`src/rtl/random_engine_host_if.sv`:
```
// Bundle of request, engine and response signals between random_engine_host and its environment.
// The slave modport is the host block itself; master is the surrounding client/engine side.
interface random_engine_host_if #(
    parameter int W     = 32,
    parameter int CNT_W = 16
);
    logic             req_val;
    logic             req_rdy;
    logic [CNT_W-1:0] req_count;
    logic             eng_start;
    logic             eng_stop;
    logic             eng_active;
    logic [W-1:0]     eng_rand;
    logic             resp_val;
    logic             resp_rdy;
    logic [W-1:0]     resp_data;
    logic             resp_last;
    logic             err;

    modport slave (
        input  req_val, req_count, eng_active, eng_rand, resp_rdy,
        output req_rdy, eng_start, eng_stop, resp_val, resp_data, resp_last, err
    );

    modport master (
        output req_val, req_count, eng_active, eng_rand, resp_rdy,
        input  req_rdy, eng_start, eng_stop, resp_val, resp_data, resp_last, err
    );
endinterface

```
`src/rtl/random_engine_host.sv`:
```
// Requests N samples from the LFSR engine, queues them in a small FIFO, returns exactly N tagged words.
// Optional macro RANDOM_HOST_DUP_CHECK_EN adds a sticky back-to-back duplicate-sample flag on err.
module random_engine_host #(
    parameter int W     = 32,
    parameter int CNT_W = 16,
    parameter int DEPTH = 4
) (
    input  logic                  clk,
    input  logic                  rst,
    random_engine_host_if.slave   bus
);
    localparam int PTR_W = $clog2(DEPTH);
    localparam int CW    = $clog2(DEPTH + 1);

    typedef enum logic [1:0] {S_IDLE, S_RUN, S_DRAIN} state_t;

    state_t           state_q, state_d;
    logic [CNT_W-1:0] remaining_q, remaining_d;
    logic [PTR_W-1:0] wr_ptr_q, wr_ptr_d;
    logic [PTR_W-1:0] rd_ptr_q, rd_ptr_d;
    logic [CW-1:0]    count_q, count_d;
    logic [W:0]       fifo_mem [DEPTH];
    logic [W:0]       head;
    logic             accept, want, push, pop;

    // want deliberately ignores eng_active: the engine derives eng_active from eng_start.
    always_comb begin
        accept      = (state_q == S_IDLE) && bus.req_val;
        want        = (state_q == S_RUN) && (remaining_q != '0) && (count_q < CW'(DEPTH));
        push        = want && bus.eng_active;
        pop         = (count_q != '0) && bus.resp_rdy;
        state_d     = state_q;
        remaining_d = remaining_q;
        wr_ptr_d    = wr_ptr_q;
        rd_ptr_d    = rd_ptr_q;
        count_d     = count_q;

        if (push) begin
            wr_ptr_d    = wr_ptr_q + 1'b1;
            remaining_d = remaining_q - 1'b1;
        end
        if (pop) begin
            rd_ptr_d = rd_ptr_q + 1'b1;
        end
        case ({push, pop})
            2'b10:   count_d = count_q + 1'b1;
            2'b01:   count_d = count_q - 1'b1;
            default: count_d = count_q;
        endcase

        case (state_q)
            S_IDLE: begin
                if (accept) begin
                    remaining_d = bus.req_count;
                    if (bus.req_count != '0) begin
                        state_d = S_RUN;
                    end
                end
            end
            S_RUN: begin
                if (push && (remaining_q == CNT_W'(1))) begin
                    state_d = S_DRAIN;
                end
            end
            S_DRAIN: begin
                if (count_d == '0) begin
                    state_d = S_IDLE;
                end
            end
            default: state_d = S_IDLE;
        endcase
    end

    always_ff @(posedge clk or posedge rst) begin
        if (rst) begin
            state_q     <= S_IDLE;
            remaining_q <= '0;
            wr_ptr_q    <= '0;
            rd_ptr_q    <= '0;
            count_q     <= '0;
        end else begin
            state_q     <= state_d;
            remaining_q <= remaining_d;
            wr_ptr_q    <= wr_ptr_d;
            rd_ptr_q    <= rd_ptr_d;
            count_q     <= count_d;
        end
    end

    // Storage needs no reset: the pointers and count define which entries are live.
    always_ff @(posedge clk) begin
        if (push) begin
            fifo_mem[wr_ptr_q] <= {(remaining_q == CNT_W'(1)), bus.eng_rand};
        end
    end

    assign head          = fifo_mem[rd_ptr_q];
    assign bus.req_rdy   = (state_q == S_IDLE);
    assign bus.eng_start = want;
    assign bus.eng_stop  = ~want;
    assign bus.resp_val  = (count_q != '0);
    assign bus.resp_data = head[W-1:0];
    assign bus.resp_last = (count_q != '0) && head[W];

`ifdef RANDOM_HOST_DUP_CHECK_EN
    logic [W-1:0] prev_q, prev_d;
    logic         prev_valid_q, prev_valid_d;
    logic         err_q, err_d;

    always_comb begin
        prev_d       = prev_q;
        prev_valid_d = prev_valid_q;
        err_d        = err_q;
        if (accept) begin
            prev_valid_d = 1'b0;
        end
        if (push) begin
            prev_d       = bus.eng_rand;
            prev_valid_d = 1'b1;
            if (prev_valid_q && (bus.eng_rand == prev_q)) begin
                err_d = 1'b1;
            end
        end
    end

    always_ff @(posedge clk or posedge rst) begin
        if (rst) begin
            prev_q       <= '0;
            prev_valid_q <= 1'b0;
            err_q        <= 1'b0;
        end else begin
            prev_q       <= prev_d;
            prev_valid_q <= prev_valid_d;
            err_q        <= err_d;
        end
    end

    assign bus.err = err_q;
`else
    assign bus.err = 1'b0;
`endif
endmodule

```
`src/flat_wrapper.sv`:
```
// flat-port wrapper written by rule: the top's interface ports become plain ports
module random_engine_host_flat 
#(
    parameter int W     = 32,
    parameter int CNT_W = 16,
    parameter int DEPTH = 4
)
  (clk, rst, bus_req_val, bus_req_count, bus_eng_active, bus_eng_rand, bus_resp_rdy, bus_req_rdy, bus_eng_start, bus_eng_stop, bus_resp_val, bus_resp_data, bus_resp_last, bus_err);
  random_engine_host_if #(.W(W), .CNT_W(CNT_W)) bus_i ();
  input  logic clk;
  input  logic rst;
  input wire logic [$bits(bus_i.req_val)-1:0] bus_req_val;
  input wire logic [$bits(bus_i.req_count)-1:0] bus_req_count;
  input wire logic [$bits(bus_i.eng_active)-1:0] bus_eng_active;
  input wire logic [$bits(bus_i.eng_rand)-1:0] bus_eng_rand;
  input wire logic [$bits(bus_i.resp_rdy)-1:0] bus_resp_rdy;
  output wire logic [$bits(bus_i.req_rdy)-1:0] bus_req_rdy;
  output wire logic [$bits(bus_i.eng_start)-1:0] bus_eng_start;
  output wire logic [$bits(bus_i.eng_stop)-1:0] bus_eng_stop;
  output wire logic [$bits(bus_i.resp_val)-1:0] bus_resp_val;
  output wire logic [$bits(bus_i.resp_data)-1:0] bus_resp_data;
  output wire logic [$bits(bus_i.resp_last)-1:0] bus_resp_last;
  output wire logic [$bits(bus_i.err)-1:0] bus_err;
  assign bus_i.req_val = bus_req_val;
  assign bus_i.req_count = bus_req_count;
  assign bus_i.eng_active = bus_eng_active;
  assign bus_i.eng_rand = bus_eng_rand;
  assign bus_i.resp_rdy = bus_resp_rdy;
  assign bus_req_rdy = bus_i.req_rdy;
  assign bus_eng_start = bus_i.eng_start;
  assign bus_eng_stop = bus_i.eng_stop;
  assign bus_resp_val = bus_i.resp_val;
  assign bus_resp_data = bus_i.resp_data;
  assign bus_resp_last = bus_i.resp_last;
  assign bus_err = bus_i.err;
  random_engine_host #(.W(W), .CNT_W(CNT_W), .DEPTH(DEPTH)) u_core (.clk(clk), .rst(rst), .bus(bus_i));
endmodule
```
`config.mk`:
```
export PLATFORM = sky130hd
export DESIGN_NAME = random_engine_host_flat
export DESIGN_NICKNAME = d
export VERILOG_FILES = /design/src/rtl/random_engine_host_if.sv /design/src/rtl/random_engine_host.sv /design/src/flat_wrapper.sv
export SDC_FILE = /design/constraint.sdc
export NUM_CORES = 1
export LEC_CHECK = 0
export CAP_MARGIN = 5
export CORE_AREA = 4 4 129 180
export CTS_CLUSTER_DIAMETER = 30
export DETAILED_ROUTE_END_ITERATION = 7
export DIE_AREA = 0 0 133 184
export GPL_TIMING_DRIVEN = 0
export SLEW_MARGIN = 20
export SYNTH_ARGS = -nofsm -noshare
export SYNTH_HDL_FRONTEND = slang
export SYNTH_SLANG_ARGS = --single-unit
```
`constraint.sdc`:
```
create_clock -name clk -period 8.1 [get_ports clk]
set_input_delay 1.215 -clock clk [delete_from_list [all_inputs] [get_ports clk]]
set_output_delay 1.215 -clock clk [all_outputs]
set_load 0.03 [all_outputs]
```
==> flow_summary.ini <==
[die]
die_w_um = 133
rows = 64
die_y_um = 184
initial_core_util = 0.295
die_area_sq_um = 24500
coreArea_sq_um = 21700
io_pins = 91

[drt]
ant_nets = 0
drtIter0Drc = 199
avgViaCountPerCell = 4.72
totalWireLength_um = 13600
post-route-drc-count = 0
wl_per_cell_um = 17.5
first_pass_iters = 4
route.vias.total = 3646

[timing]
slew_headroom = 0.549
fin_hold_ws_ns = 0.547
hold_viol_final = 0
finalSetupViolCount = 0
fin_tns_setup_ns = 0
rsz0062_at_grt = false
fin_crit_ns = 4.27
clock_skew_ns = 0.0114
tightest_slew_ns = 0.677
fin_crit_sh = 0.527
fmax_mhz = 234
final_max_slew_viol_count = 0

[clock_tree]
clock_latency_ns = 0.42
clock_sinks = 157
numCtsBuffers = 17
cts.clk_slew.worst_paths_ns = 0.07
htreeDepth = 4
cts_setup_buffers = 0
cts_buffer_depth = 2
cts_resized = 0
cts_hold_buf = 0
cts-root-buf = clkbuf_16
cts_tree = yes

[critical_path]
startpoint_type = register
crit_buf_inv = 5
critPathMaxFanout = 10
worst_ep_arrival_time_ns = 3.05
slowest_delay_ns = 0.66
crit_required_ns = 6.88
cp_top_family = buffers and inverters
end_kind = output port
crit_path_cell_trace = inv_1, ha_1, nor4b_1, and4_1, buf_2, buf_6, nor4b_1, inv_1, clkdlybuf4s50_1
reg2reg_slack_ns = 4.65
r2r_cells = 14
slowest_stage = clkdlybuf4s50_1
path_class = register to output port
crit_cells = 9

[logic_synthesis]
syn_inst = 352
ys_types = 49
yosys-top-cells-area = edfxtp_1 62%, mux4_2 12%, dfrtp_1 9.8%
postSynth.asyncResetShare = 0.159
postSynthNetCount = 413
ys_seq_area_frac = 0.718
synth_seq_cells = 157
syn_area_per_cell_sq_um = 18.2
syn_area_sq_um = 6390
synth_ff_type = edfxtp_1
synth_edf_count = 132
synth_warnings = 0
synth_top_area_share = 0.620
yosys.area.top_type = edfxtp_1

[global_route]
antenna_found_initial = 0
grt_use_total = 0.115
grt_pass1_wl_um = 21800
grt_pass1_vias = 4004
grt_overflow = 0
grt_max_degree = 26

[placement]
dp.cells = 742
gp_congestion = 0.865
placed_area_sq_um = 7740
post-dp-hpwl_um = 9400
io_buffers = 89

[power]
ir_drop_mv = 0.189
power_leakage_nw = 2.72
cellPowerDensity_nw_per_um2 = 362

[cells_and_area]
finalNonFillerCells = 773
diodes = 0
layout.nets = 525
drive_above_1_share = 0.197
layout_commonest_cell = edfxtp_1
area.growth.synth_to_final_pct = 29.5
final_area_sq_um = 8270
final_cell_mix = 132 x edfxtp_1, 89 x clkdlybuf4s50_1, 33 x mux4_2

[min_path]
hold_class = register to register
hold_depth = 1

[outcome]
status = finished clean

[flow_run]
timing.max_cap.violations = 0
-- worst reg2reg max path: stages, from the launching register on --
cell and delay, ns:
dfrtp_1 0.42, inv_1 0.12, ha_1 0.19, nor4b_1 0.50, and4_1 0.26, buf_2 0.19, nor2_1 0.14, inv_1 0.08
ha_1 0.19, inv_1 0.07, fa_1 0.37, xor2_1 0.17, o21a_1 0.18, nor4_1 0.33, o31ai_1 0.11
-- through the flow --
stage,setup slack [ns],util,power [W]
floorplan,4.06,-,0.00187
global placement,3.84,0.353,0.00226
detailed placement,4.31,0.357,0.00230
CTS,3.83,0.381,0.00304
global route,3.62,0.381,0.00315
finish,3.83,0.381,0.00299
-- Yosys cell counts (2+ instances only) --
cell type and instances:
or3_2 2, o21ai_0 13, nor4b_1 3, buf_2 6, nor4_4 2, xnor2_1 3, edfxtp_1 132, nand2_1 7
and3_1 4, or3_1 9, inv_1 11, nand3_1 6, dfrtp_1 25, nor4_1 6, nand4_1 4, nor3_1 3
or4_1 6, and2_1 4, nor2_1 17, ha_1 7, a31oi_1 13, clkbuf_1 4, o31ai_1 3, or2_2 3
nand4b_1 2, mux4_2 33, xor2_1 2
-- logic make-up (layout without fill, tap and decap cells) --
logic type | count (synthesis) | after routing | synth area share
AO/OA/AOI/OAI | 34 | 34 | 0.0331
flip-flops | 157 | 157 | 0.718
multiplexers | 34 | 34 | 0.118
adder cells (fa/ha/maj) | 8 | 8 | 0.0168
buffers and inverters | 26 | 150 | 0.0200
other | 1 | 1 | 0.000587
AND/OR/NAND/NOR | 87 | 87 | 0.0867
XOR/XNOR | 5 | 5 | 0.00685
-- flip-flops by register name, summed over array words and instances (netlist names) --
register	cells
u_core.fifo_mem	132
u_core.remaining_q	16
u_core.count_q	3
u_core.rd_ptr_q	2
u_core.state_q	2
u_core.wr_ptr_q	2
-- routing by layer --
layer,GRT usage,vias to the layer above,part of all wire
met5,0,-,0
met4,0.0441,0,0.019
met3,0.0350,20,0.056
met2,0.202,126,0.53
met1,0.132,1848,0.40
li1,-,1652,-
-- path summary, 6_finish.rpt --
path	from	end
min reg2reg	u_core.count_q[0]	u_core.count_q[0]
max reg2reg	u_core.remaining_q[1]	u_core.state_q[1]
max	u_core.remaining_q[1]	bus_eng_stop
min in group asynchronous	rst	u_core.remaining_q[13]
max in group asynchronous	rst	u_core.rd_ptr_q[0]
min	u_core.count_q[0]	u_core.count_q[0]
-- final cells by class --
cell class / instances / area, sq um
clock inverter: 14 / 110
fill: 2027 / 13400
buffer: 15 / 86.3
inverter: 11 / 41.3
timing repair buffer: 93 / 971
sequential: 157 / 4590
tap: 297 / 372
multi-input combinational: 169 / 1680
clock buffer: 17 / 425
-- power by group --
part	leakage, nW	internal, W	total (W)	switching, W
registers	1.49	0.00105	0.00114	0.0000913
clock network	0.259	0.000396	0.000728	0.000332
logic	0.975	0.000504	0.00113	0.000622
total	2.72	0.00195	0.00299	0.00105
No activity file was read; power rests on OpenSTA's default activity.
